<file path="src/rtl/mips_io_pkg.sv">
// Shared definitions for the SYSCALL I/O responder: opcodes, input FSM
// states and the BCD-to-7-segment table (active-low, gfedcba).
package mips_io_pkg;

  localparam logic [5:0] OP_SYSCALL_IN  = 6'b110011;
  localparam logic [5:0] OP_SYSCALL_OUT = 6'b110111;

  typedef enum logic [1:0] {
    S_IDLE = 2'd0,
    S_WAIT = 2'd1,
    S_DONE = 2'd2
  } in_state_e;

  // Index n holds the pattern for decimal digit n.
  localparam logic [9:0][6:0] SEG_TAB = {
    7'b0010000,  // 9
    7'b0000000,  // 8
    7'b1111000,  // 7
    7'b0000010,  // 6
    7'b0010010,  // 5
    7'b0011001,  // 4
    7'b0110000,  // 3
    7'b0100100,  // 2
    7'b1111001,  // 1
    7'b1000000   // 0
  };

  localparam logic [6:0] SEG_ZERO  = 7'b1000000;
  localparam logic [6:0] SEG_BLANK = 7'b1111111;

  // Non-decimal codes cannot come out of the converter; blank them anyway.
  function automatic logic [6:0] seg7(input logic [3:0] d);
    if (d <= 4'd9) seg7 = SEG_TAB[d];
    else           seg7 = SEG_BLANK;
  endfunction

endpackage

</file>
<file path="src/rtl/mips_syscall_io_bin2bcd_seq.sv">
// Sequential double-dabble binary-to-BCD converter. One shift per clock;
// a new load always restarts, so the most recent value wins. done pulses
// for one cycle once all DISP_W shifts are in, with bcd valid that cycle.
module bin2bcd_seq import mips_io_pkg::*; #(
  parameter int DISP_W = 16,
  parameter int NDIG   = 5
) (
  input  logic                clk,
  input  logic                rst,
  input  logic                load,
  input  logic [DISP_W-1:0]   bin,
  output logic                done,
  output logic [4*NDIG-1:0]   bcd
);

  localparam int CW = $clog2(DISP_W + 1);

  logic [DISP_W-1:0] sh;
  logic [4*NDIG-1:0] acc;
  logic [4*NDIG-1:0] adj;
  logic [4*NDIG-1:0] acc_nxt;
  logic [CW-1:0]     cnt;
  logic              busy;

  // Add-3 correction on every digit that is 5 or more, then shift in the next bit.
  always_comb begin
    adj = acc;
    for (int i = 0; i < NDIG; i++) begin
      if (acc[4*i +: 4] >= 4'd5) adj[4*i +: 4] = acc[4*i +: 4] + 4'd3;
    end
    acc_nxt = {adj[4*NDIG-2:0], sh[DISP_W-1]};
  end

  // Load/restart, shift while bits remain, retire after the done cycle.
  always_ff @(posedge clk or posedge rst) begin
    if (rst) begin
      sh   <= '0;
      acc  <= '0;
      cnt  <= '0;
      busy <= 1'b0;
    end else if (load) begin
      sh   <= bin;
      acc  <= '0;
      cnt  <= CW'(DISP_W);
      busy <= 1'b1;
    end else if (busy) begin
      if (cnt != '0) begin
        sh  <= {sh[DISP_W-2:0], 1'b0};
        acc <= acc_nxt;
        cnt <= cnt - 1'b1;
      end else begin
        busy <= 1'b0;
      end
    end
  end

  assign done = busy && (cnt == '0);
  assign bcd  = acc;

endmodule

</file>
<file path="src/rtl/mips_syscall_io.sv">
// SYSCALL input/output responder. Input: freeze the datapath until the
// user confirms the switches with the pushbutton, then strobe the value
// to writeback. Output: convert the register value to decimal and show
// it on the 7-segment digits.
// Optional: define MIPS_SYSCALL_DEBOUNCE_EN to debounce the button over
// DEB_CYCLES clocks; otherwise the synchronized level is used directly.
module mips_syscall_io import mips_io_pkg::*; #(
  parameter int SW_W       = 16,
  parameter int DISP_W     = 16,
  parameter int NDIG       = 5,
  parameter int DEB_CYCLES = 500000
) (
  input  logic              clk,
  input  logic              rst,
  input  logic [5:0]        op,
  input  logic [31:0]       reg_value,
  input  logic [SW_W-1:0]   sw,
  input  logic              btn_confirm,
  output logic              stall,
  output logic              in_valid,
  output logic [31:0]       in_data,
  output logic [7*NDIG-1:0] seg
);

  logic sync1, sync2;
  logic deb, deb_q, press;
  in_state_e state;

  // Two-flop synchronizer for the asynchronous pushbutton.
  always_ff @(posedge clk or posedge rst) begin
    if (rst) begin
      sync1 <= 1'b0;
      sync2 <= 1'b0;
    end else begin
      sync1 <= btn_confirm;
      sync2 <= sync1;
    end
  end

`ifdef MIPS_SYSCALL_DEBOUNCE_EN
  localparam int DCW = $clog2(DEB_CYCLES + 1);

  logic [DCW-1:0] deb_cnt;
  logic           deb_lvl;

  // Accept a new level only after DEB_CYCLES consecutive disagreeing samples.
  always_ff @(posedge clk or posedge rst) begin
    if (rst) begin
      deb_cnt <= '0;
      deb_lvl <= 1'b0;
    end else if (sync2 == deb_lvl) begin
      deb_cnt <= '0;
    end else if (deb_cnt == DCW'(DEB_CYCLES - 1)) begin
      deb_cnt <= '0;
      deb_lvl <= sync2;
    end else begin
      deb_cnt <= deb_cnt + 1'b1;
    end
  end

  assign deb = deb_lvl;
`else
  logic unused_deb;
  assign unused_deb = (DEB_CYCLES == 0);
  assign deb = sync2;
`endif

  // Registered rising-edge detect; a level held across WAIT entry gives no press.
  always_ff @(posedge clk or posedge rst) begin
    if (rst) begin
      deb_q <= 1'b0;
      press <= 1'b0;
    end else begin
      deb_q <= deb;
      press <= deb & ~deb_q;
    end
  end

  // Input FSM: only IDLE can start a transaction, so op still reading
  // SYSCALL-input during DONE does not retrigger.
  always_ff @(posedge clk or posedge rst) begin
    if (rst) begin
      state   <= S_IDLE;
      in_data <= '0;
    end else begin
      case (state)
        S_IDLE: if (op == OP_SYSCALL_IN) state <= S_WAIT;
        S_WAIT: if (press) begin
          in_data <= 32'(sw);
          state   <= S_DONE;
        end
        S_DONE: state <= S_IDLE;
        default: state <= S_IDLE;
      endcase
    end
  end

  assign stall    = !rst && (((state == S_IDLE) && (op == OP_SYSCALL_IN)) || (state == S_WAIT));
  assign in_valid = !rst && (state == S_DONE);

  logic                conv_done;
  logic [4*NDIG-1:0]   conv_bcd;
  logic                unused_rv;

  assign unused_rv = ^reg_value[31:DISP_W];

  bin2bcd_seq #(
    .DISP_W (DISP_W),
    .NDIG   (NDIG)
  ) u_conv (
    .clk  (clk),
    .rst  (rst),
    .load (op == OP_SYSCALL_OUT),
    .bin  (reg_value[DISP_W-1:0]),
    .done (conv_done),
    .bcd  (conv_bcd)
  );

  // Display holds the last finished number; every digit shown, no blanking.
  always_ff @(posedge clk or posedge rst) begin
    if (rst) begin
      for (int i = 0; i < NDIG; i++) seg[7*i +: 7] <= SEG_ZERO;
    end else if (conv_done) begin
      for (int i = 0; i < NDIG; i++) seg[7*i +: 7] <= seg7(conv_bcd[4*i +: 4]);
    end
  end

endmodule

</file>
<file path="config.mk">
export PLATFORM = sky130hd
export DESIGN_NAME = mips_syscall_io
export DESIGN_NICKNAME = d
export VERILOG_FILES = /design/src/rtl/mips_io_pkg.sv /design/src/rtl/mips_syscall_io_bin2bcd_seq.sv /design/src/rtl/mips_syscall_io.sv
export SDC_FILE = /design/constraint.sdc
export NUM_CORES = 1
export LEC_CHECK = 0
export CAP_MARGIN = 15
export CELL_PAD_IN_SITES_DETAIL_PLACEMENT = 0
export CELL_PAD_IN_SITES_GLOBAL_PLACEMENT = 1
export CORE_UTILIZATION = 40
export DETAILED_ROUTE_END_ITERATION = 10
export DONT_BUFFER_PORTS = 1
export PLACE_DENSITY = 0.75
export SLEW_MARGIN = 15
export SYNTH_ARGS = -nofsm -noshare
export SYNTH_HDL_FRONTEND = slang
export SYNTH_SLANG_ARGS = --single-unit
</file>
<file path="constraint.sdc">
create_clock -name clk -period 9.6 [get_ports clk]
set_input_delay 1.92 -clock clk [delete_from_list [all_inputs] [get_ports clk]]
set_output_delay 1.92 -clock clk [all_outputs]
set_load 0.03 [all_outputs]
</file>
==> results of run 1 <==
[cell families after synthesis]
logic type | count (synthesis)
simple gates | 179
compound gates | 136
flops | 99
buf+inv | 69
fa+ha+maj | 26
mux | 25
xor+xnor | 6
other cells | 1
[worst paths after layout]
path | startpoint | end
setup reg to reg | u_conv.cnt[0]$_DFFE_PP0P_ | u_conv.bcd[1]$_DFFE_PP0P_
min in group asynchronous | rst | in_data[13]$_DFFE_PP0P_
hold / removal | sync1$_DFF_PP0_ | deb$_DFF_PP0_
max in group asynchronous | rst | seg[28]$_DFFE_PP0P_
setup / recovery | op[4] | stall
hold reg to reg | sync1$_DFF_PP0_ | deb$_DFF_PP0_
[flip-flops by register name, indices dropped and copies added (netlist names)]
register,count
state,2
in_data,16
seg,35
u_conv.cnt,5
deb_q,1
sync1,1
u_conv.busy,1
u_conv.sh,16
u_conv.bcd,20
press,1
deb,1
[cell usage after synthesis, drive strengths merged (2+ instances only)]
cell / instances / area, um^2
a31oi: 23 / 143.9
a22oi: 5 / 37.54
a22o: 10 / 87.58
buf: 26 / 206.4
a211oi: 6 / 70.07
nand2: 89 / 336.6
dfrtp: 94 / 2352
nor2: 55 / 214.0
o211ai: 4 / 30.03
mux2i: 20 / 200.2
o21a: 5 / 37.54
mux2: 5 / 56.30
nand3: 5 / 25.02
nor2b: 5 / 31.28
nor3b: 4 / 30.03
or2: 2 / 12.51
inv: 23 / 86.33
nand2b: 9 / 56.30
o21ai: 50 / 250.2
ha: 26 / 325.3
clkbuf: 19 / 71.32
a21oi: 31 / 155.2
xnor2: 6 / 52.55
dfstp: 5 / 131.4
[worst reg2reg max path, stage by stage (launching register included)]
cell and delay (ns):
dfrtp_1 0.41, inv_1 0.07, ha_1 0.20, or4b_4 0.49, nand2_2 0.48, nor2_1 0.33, a22o_1 0.27
[through the flow]
| stage | util [%] | setup slack [ns] | area (um^2) | cells |
|---|---|---|---|---|
| final | 44.12 | 4.275 | 5388 | 697 |
| after floorplan | - | 3.149 | 5164 | 556 |
| after detailed placement | 42.01 | 4.259 | 5130 | 681 |
| after global placement | 42.01 | 4.258 | 5130 | 681 |
| after CTS | 44.12 | 4.257 | 5388 | 697 |
| after global routing | 44.12 | 4.237 | 5388 | 697 |
[area by class of cell]
type                            count  share of cell area [%]
Clock buffer                       14                   4.529
Multi-Input combinational cell    388                   43.22
Clock inverter                      2                  0.2555
Sequential cell                    99                   46.10
Timing Repair Buffer                2                  0.2787
Inverter                           24                   1.719
Tap cell                          168                   3.902
[layer usage]
| metal | track usage, % | up-vias | wire (um) |
|---|---|---|---|
| met2 | 24.90 | 75 | 4420 |
| li1 | - | 1764 | - |
| met3 | 3.743 | 12 | 427 |
| met1 | 19.66 | 1664 | 4488 |
| met4 | 7.013 | 0 | 155 |
| met5 | 0 | - | 0 |
[power groups by stage]
stage / registers (mW) / logic, mW / clock network [mW]
2_1_floorplan: 0.873 / 0.639 / 0
3_3_place_gp: 0.945 / 0.668 / 0
3_5_place_dp: 0.952 / 0.683 / 0
4_1_cts: 0.945 / 0.686 / 0.341
5_1_grt: 0.975 / 0.787 / 0.356
6_report: 0.943 / 0.678 / 0.327
==> flow_summary.json, run 1 <==
{
  "p_sw_share_pct": 44.92,
  "syn-instance-count": 541,
  "grt_usage_pct": 15.44,
  "insertion_delay_ns": 0.34,
  "path_cells": "nand2_1 > or4_1 > a211oi_1",
  "synthAdderAreaFrac_pct": 6.369,
  "rsz0062_at_grt": "no",
  "reg2reg_depth": 6,
  "fp-row-count": 40,
  "htree_levels": 3,
  "fmaxAchievable_mhz": 187.8,
  "layout_min_cycle_time_ns": 5.325,
  "hpwlAfterDp_mm": 6.382,
  "n_fill_cell": 1215,
  "synth_compound_area_share_pct": 16.17,
  "die_y_um": 115.0,
  "hold_slack_ns": 0.3494,
  "p_clk_share_pct": 16.8,
  "synthArstFlopShare_pct": 100.0,
  "avgSynthCellArea_um2": 9.441,
  "worst_setup_path_end_kind": "output port",
  "cts-root-buf": "clkbuf_16",
  "seq_area_frac_synth_pct": 48.63,
  "cpPeakStageDelay_ns": 0.86,
  "core_area_um2": 12210,
  "synth_area_um2": 5107,
  "drt-total-wl_mm": 9.492,
  "p_leak_nw": 2.490,
  "cts_tree": "built",
  "drt_iter0_drc": 213,
  "slew_headroom_pct": 31.92,
  "synthMuxAreaShare_pct": 5.022,
  "peakVddDrop_v": 0.0001076,
  "multi_input_area_um2": 2328,
  "via_count": 3515,
  "gp_congestion": 0.7638,
  "post_cts_buffers": 0,
  "synth_seq_cells": 99,
  "postCtsHoldBufs": 0,
  "cp_data_required_time_ns": 7.68,
  "via_per_inst": 5.043,
  "cts_buffer_depth": 2,
  "worstMarginPinSlew_ns": 1.019,
  "rrSetupSlack_ns": 7.24,
  "die-area_um2": 13220,
  "firstDrtPassIters": 4,
  "cp_num_buf_inv": 0,
  "yosys.area_share.simple_pct": 15.51,
  "grt_pass1_vias": 3345,
  "io_pins": 126,
  "grt_max_degree": 62,
  "startpoint_type": "input port",
  "setup_tns_ns": 0,
  "drive_gt1_share_pct": 6.994,
  "synth_top_family_by_area": "compound AO/OA/AOI/OAI gates",
  "wl_per_cell_um": 13.62,
  "hold_class": "reg2reg",
  "fin_crit_sh_pct": 55.47,
  "grt_pass1_wl_mm": 15.95,
  "combPwrFrac_pct": 34.8,
  "syn_to_final_growth_pct": 5.488,
  "skew_ns": 0.005077,
  "p_int_mw": 1.073,
  "yosys_warnings": 0,
  "clk_pin_slew_ns": 0.06,
  "start_util_pct": 41.82,
  "final-max-slew-violation-count": 0,
  "gr-total-overflow": 0,
  "power_mw": 1.948,
  "n_antenna_cell": 0,
  "drc": 0,
  "share_seq_of_total_power_pct": 48.4,
  "synth_xor_area_share_pct": 1.029,
  "slowest_stage": "a211oi_1",
  "cts_buffers": 9,
  "setup_viol": 0,
  "drv_cap": 0,
  "synth_cell_types": 46,
  "antenna_found_initial": 0,
  "nNetsFinal": 607,
  "ys.flop_type": "dfrtp_1",
  "cts_resized": 0,
  "ant_nets": 0,
  "most-common-layout-cells": "94 x dfrtp_1, 88 x nand2_1, 53 x nor2_1",
  "path_depth": 3,
  "synth_edf_count": 0,
  "power_density_nw_per_um2": 361.5,
  "io_buffers": 0,
  "ff_latch_area_um2": 2484,
  "cts_sinks": 99,
  "hold_depth": 0,
  "worstSetupPathType": "in2out",
  "status": "finished, final reports clean",
  "die_w_um": 115.0,
  "power_switching_mw": 0.8750,
  "mostFrequentLayoutCell": "dfrtp_1",
  "path_max_fanout": 2,
  "hold_viol_final": 0,
  "worst_path_dominant_cell_family": "compound AO/OA/AOI/OAI gates",
  "crit_arrival_ns": 3.41
}
(Power assumes the default switching activity.)
==> run 2: changes to the inputs <==
Settings changed: PLACE_DENSITY 0.75 to 0.78.
Clock period 9.6 ns to 4.78 ns, I/O delays scaled along.
==> flow_summary.json, run 2 (synthesized netlist as in run 1, its figures left out) <==
{
  "n_antenna_cell": 0,
  "peakVddDrop_v": 0.0002040,
  "status": "finished, final reports clean",
  "core_area_um2": 12210,
  "rrSetupSlack_ns": 2.51,
  "drv_cap": 0,
  "via_per_inst": 4.964,
  "reg2reg_depth": 6,
  "largest_reg_flops": 35,
  "crit_arrival_ns": 2.04,
  "worst_setup_path_end_kind": "output port",
  "drive_gt1_share_pct": 8.113,
  "nNetsFinal": 608,
  "grt_pass1_wl_mm": 15.73,
  "die-area_um2": 13220,
  "rr_endpoint": "u_conv.bcd[1]$_DFFE_PP0P_",
  "regMostFlops": "seg",
  "firstDrtPassIters": 4,
  "path_max_fanout": 2,
  "worstSetupPathType": "in2out",
  "layout_min_cycle_time_ns": 3.001,
  "startpoint": "op[4]",
  "drt_iter0_drc": 138,
  "power_density_nw_per_um2": 747.4,
  "gr-total-overflow": 0,
  "n_fill_cell": 1220,
  "most-common-layout-cells": "94 x dfrtp_1, 88 x nand2_1, 53 x nor2_1",
  "power_switching_mw": 1.757,
  "wl_met2_mm": 4.479,
  "r2r_start": "u_conv.cnt[0]$_DFFE_PP0P_",
  "clk_pin_slew_ns": 0.06,
  "slew_headroom_pct": 32.06,
  "worstMarginPinSlew_ns": 1.017,
  "p_clk_share_pct": 20.8,
  "utilization_pct": 45.03,
  "cts_buffers": 9,
  "setup_tns_ns": 0,
  "hold_viol_final": 0,
  "hpwlAfterDp_mm": 6.401,
  "wl_per_cell_um": 13.41,
  "io_buffers": 0,
  "setup_viol": 0,
  "gp_congestion": 0.7828,
  "rsz0062_at_grt": "no",
  "endpoint": "stall",
  "htree_levels": 3,
  "grt_usage_pct": 15.21,
  "start_util_pct": 41.82,
  "startpoint_type": "input port",
  "cts-root-buf": "clkbuf_16",
  "syn_to_final_growth_pct": 7.668,
  "fmaxAchievable_mhz": 333.3,
  "cts_buffer_depth": 2,
  "postCtsHoldBufs": 0,
  "share_seq_of_total_power_pct": 46.1,
  "fp-row-count": 40,
  "p_leak_nw": 2.549,
  "ant_nets": 0,
  "skew_ns": 0.006984,
  "grt_pass1_vias": 3319,
  "grt_max_degree": 73,
  "post_cts_buffers": 0,
  "insertion_delay_ns": 0.35,
  "routed.top_layer": "met4",
  "p_sw_share_pct": 42.74,
  "io_pins": 126,
  "drc": 0,
  "route.met3.wl_um": 450,
  "die_w_um": 115.0,
  "mostFrequentLayoutCell": "dfrtp_1",
  "fin_crit_sh_pct": 62.77,
  "antenna_found_initial": 0,
  "hold_class": "reg2reg",
  "cts_sinks": 99,
  "drt-total-wl_mm": 9.361,
  "die_y_um": 115.0,
  "cts_resized": 0,
  "combPwrFrac_pct": 33.1,
  "final-max-slew-violation-count": 0,
  "via_count": 3465,
  "cp_data_required_time_ns": 3.82,
  "cts_tree": "built",
  "p_int_mw": 2.353,
  "wl_met1_mm": 4.278
}
run 2: cell types whose count changed in the layout (fill, tap and decap cells not counted):
cell       before  now
bufinv_16       0    3
clkbuf_1        5    0
clkinv_4        1    0
clkbuf_8        0    3
buf_4           2    3
run 2: through the flow:
step / cells / power (mW) / area, um^2 / setup WS (ns) / hold slack (ns)
floorplan: 556 / 3.037 / 5164 / 0.2573 / 0.3312
global placement: 682 / 3.238 / 5137 / 1.779 / 0.3371
detailed placement: 682 / 3.287 / 5137 / 1.776 / 0.3413
CTS: 698 / 4.160 / 5499 / 1.774 / 0.3564
global route: 698 / 4.444 / 5499 / 1.706 / 0.3693
finish: 698 / 4.110 / 5499 / 1.779 / 0.3536
run 2: worst min path at each step:
stage	end	slack, ns	from	cells after the start
final	deb$_DFF_PP0_	0.35	sync1$_DFF_PP0_	0
after global routing	deb$_DFF_PP0_	0.37	sync1$_DFF_PP0_	0
after CTS	deb$_DFF_PP0_	0.36	sync1$_DFF_PP0_	0
after detailed placement	deb$_DFF_PP0_	0.34	sync1$_DFF_PP0_	0
after global placement	deb$_DFF_PP0_	0.34	sync1$_DFF_PP0_	0
after floorplan	deb$_DFF_PP0_	0.33	sync1$_DFF_PP0_	0
run 2: routing by layer:
layer  GRT usage (%)  up-vias
li1                -     1773
met2           24.46       67
met1           19.02     1614
met3           4.586       11
met5               0        -
met4           6.494        0
run 2: final cells by class:
| class | count | area (um^2) | area share [%] |
|---|---|---|---|
| clock buffers | 12 | 266.5 | 4.846 |
| inverters | 24 | 92.59 | 1.684 |
| multi-input cells | 388 | 2328 | 42.34 |
| well taps | 168 | 210.2 | 3.823 |
| flip-flops and latches | 99 | 2484 | 45.16 |
| repair buffers | 3 | 22.52 | 0.4096 |
| clock inverters | 4 | 95.09 | 1.729 |
run 2: power groups by stage:
stage               registers (mW)  clock network, mW  logic [mW]
finish                        1.89              0.857        1.36
global route                  1.96              0.919        1.57
CTS                           1.90              0.884        1.38
detailed placement            1.91                  0        1.37
global placement              1.90                  0        1.34
floorplan                     1.75                  0        1.28
run 2: worst max-delay path: stages:
cell,delay (ns)
nand2_1,0.07
or4_1,0.55
a211oi_1,0.26
buf_4,0.20
==> run 3: changes to the inputs <==
Clock period 4.78 ns to 2.67 ns, I/O delays scaled along.
==> flow_summary.json, run 3 (synthesized netlist as in run 1, its figures left out) <==
{
  "status": "finished, final reports clean",
  "wl_met2_mm": 4.492,
  "gr-total-overflow": 0,
  "postCtsHoldBufs": 0,
  "route.met3.wl_um": 393,
  "drc": 0,
  "fin_crit_sh_pct": 81.61,
  "post_cts_buffers": 0,
  "design_area_um2": 5520,
  "startpoint_type": "flop",
  "grt_pass1_wl_mm": 15.59,
  "cp_data_required_time_ns": 2.91,
  "fin_cells": 702,
  "finalWorstSetupSlack_ns": 0.4911,
  "htree_levels": 3,
  "grt_pass1_vias": 3330,
  "power_density_nw_per_um2": 1321,
  "crit_arrival_ns": 2.42,
  "drv_cap": 0,
  "worst_path_dominant_cell_family": "simple AND/OR/NAND/NOR gates",
  "die_w_um": 115.0,
  "largest_reg_flops": 35,
  "syn_to_final_growth_pct": 8.084,
  "worstMarginPinSlew_ns": 0.6985,
  "wl_per_cell_um": 13.56,
  "grt_usage_pct": 15.11,
  "rr_endpoint": "u_conv.bcd[1]$_DFFE_PP0P_",
  "startpoint": "u_conv.cnt[0]$_DFFE_PP0P_",
  "regMostFlops": "seg",
  "grt_max_degree": 100,
  "setup_tns_ns": 0,
  "final-max-slew-violation-count": 0,
  "hold_viol_final": 0,
  "clk_pin_slew_ns": 0.07,
  "cts_buffer_depth": 2,
  "hold_class": "in2async",
  "slew_headroom_pct": 53.26,
  "rrSetupSlack_ns": 0.49,
  "rsz0062_at_grt": "no",
  "r2r_start": "u_conv.cnt[0]$_DFFE_PP0P_",
  "gp_congestion": 0.7746,
  "peakVddDrop_v": 0.0004352,
  "firstDrtPassIters": 4,
  "drive_gt1_share_pct": 8.989,
  "cp_num_buf_inv": 1,
  "drt_iter0_drc": 161,
  "pre_cts_ws_ns": 0.4579,
  "io_buffers": 0,
  "start_util_pct": 41.82,
  "cts_resized": 0,
  "skew_ns": 0.006338,
  "cts-root-buf": "clkbuf_16",
  "cpPeakStageDelay_ns": 0.48,
  "cts_tree": "built",
  "mostFrequentLayoutCell": "dfrtp_1",
  "fmaxAchievable_mhz": 458.9,
  "p_leak_nw": 2.560,
  "routed.top_layer": "met4",
  "most-common-layout-cells": "94 x dfrtp_1, 88 x nand2_1, 53 x nor2_1",
  "reg2reg_depth": 6,
  "worstSetupPathType": "reg2reg",
  "cts_sinks": 99,
  "ant_nets": 0,
  "die_y_um": 115.0,
  "via_count": 3564,
  "wl_met1_mm": 4.481,
  "antenna_found_initial": 0,
  "layout_min_cycle_time_ns": 2.179,
  "path_cells": "inv_1 > ha_1 > or4b_4 > nand2_2 > nor2_1 > a22o_1",
  "drt-total-wl_mm": 9.521,
  "nNetsFinal": 613,
  "insertion_delay_ns": 0.35,
  "slowest_stage": "or4b_4",
  "setup_viol": 0,
  "hpwlAfterDp_mm": 6.497,
  "fp-row-count": 40,
  "dp.cells": 687,
  "path_max_fanout": 16,
  "via_per_inst": 5.077,
  "worst_setup_path_end_kind": "flop",
  "postPlaceCellArea_um2": 5190,
  "cts_buffers": 9,
  "io_pins": 126,
  "core_area_um2": 12210,
  "n_antenna_cell": 0,
  "die-area_um2": 13220
}
run 3: worst max-delay path by stage:
stage / endpoint / cells after the start
2_1_floorplan: in_valid / 2
3_3_place_gp: u_conv.bcd[1]$_DFFE_PP0P_ / 6
3_5_place_dp: u_conv.bcd[1]$_DFFE_PP0P_ / 6
4_1_cts: u_conv.bcd[1]$_DFFE_PP0P_ / 6
5_1_grt: u_conv.bcd[1]$_DFFE_PP0P_ / 6
6_report: u_conv.bcd[1]$_DFFE_PP0P_ / 6
run 3: cell type report:
type / count / area (um^2)
clock inverter: 6 / 105.1
tap: 168 / 210.2
sequential: 99 / 2484
fill: 1205 / 6691
inverter: 24 / 93.84
clock buffer: 9 / 225.2
timing repair buffer: 8 / 72.57
multi-input combinational: 388 / 2330
run 3: metrics by stage:
stage / hold slack (ns) / power [mW] / util [%]
2_1_floorplan: 0.3312 / 5.438 / -
3_3_place_gp: 0.3415 / 5.819 / 42.50
3_5_place_dp: 0.3427 / 5.901 / 42.50
4_1_cts: 0.2015 / 7.381 / 45.20
5_1_grt: 0.1946 / 7.874 / 45.20
6_report: 0.2049 / 7.293 / 45.20
run 3: power by group:
part / switching, mW / internal, mW
Combinational: 1.34 / 1.11
Clock: 0.546 / 0.905
Sequential: 1.26 / 2.12
run 3: routing by layer:
layer / GRT usage [%] / up-vias
met1: 19.23 / 1707
met4: 5.974 / 0
met3: 4.323 / 11
met5: 0 / -
li1: - / 1780
met2: 24.30 / 66
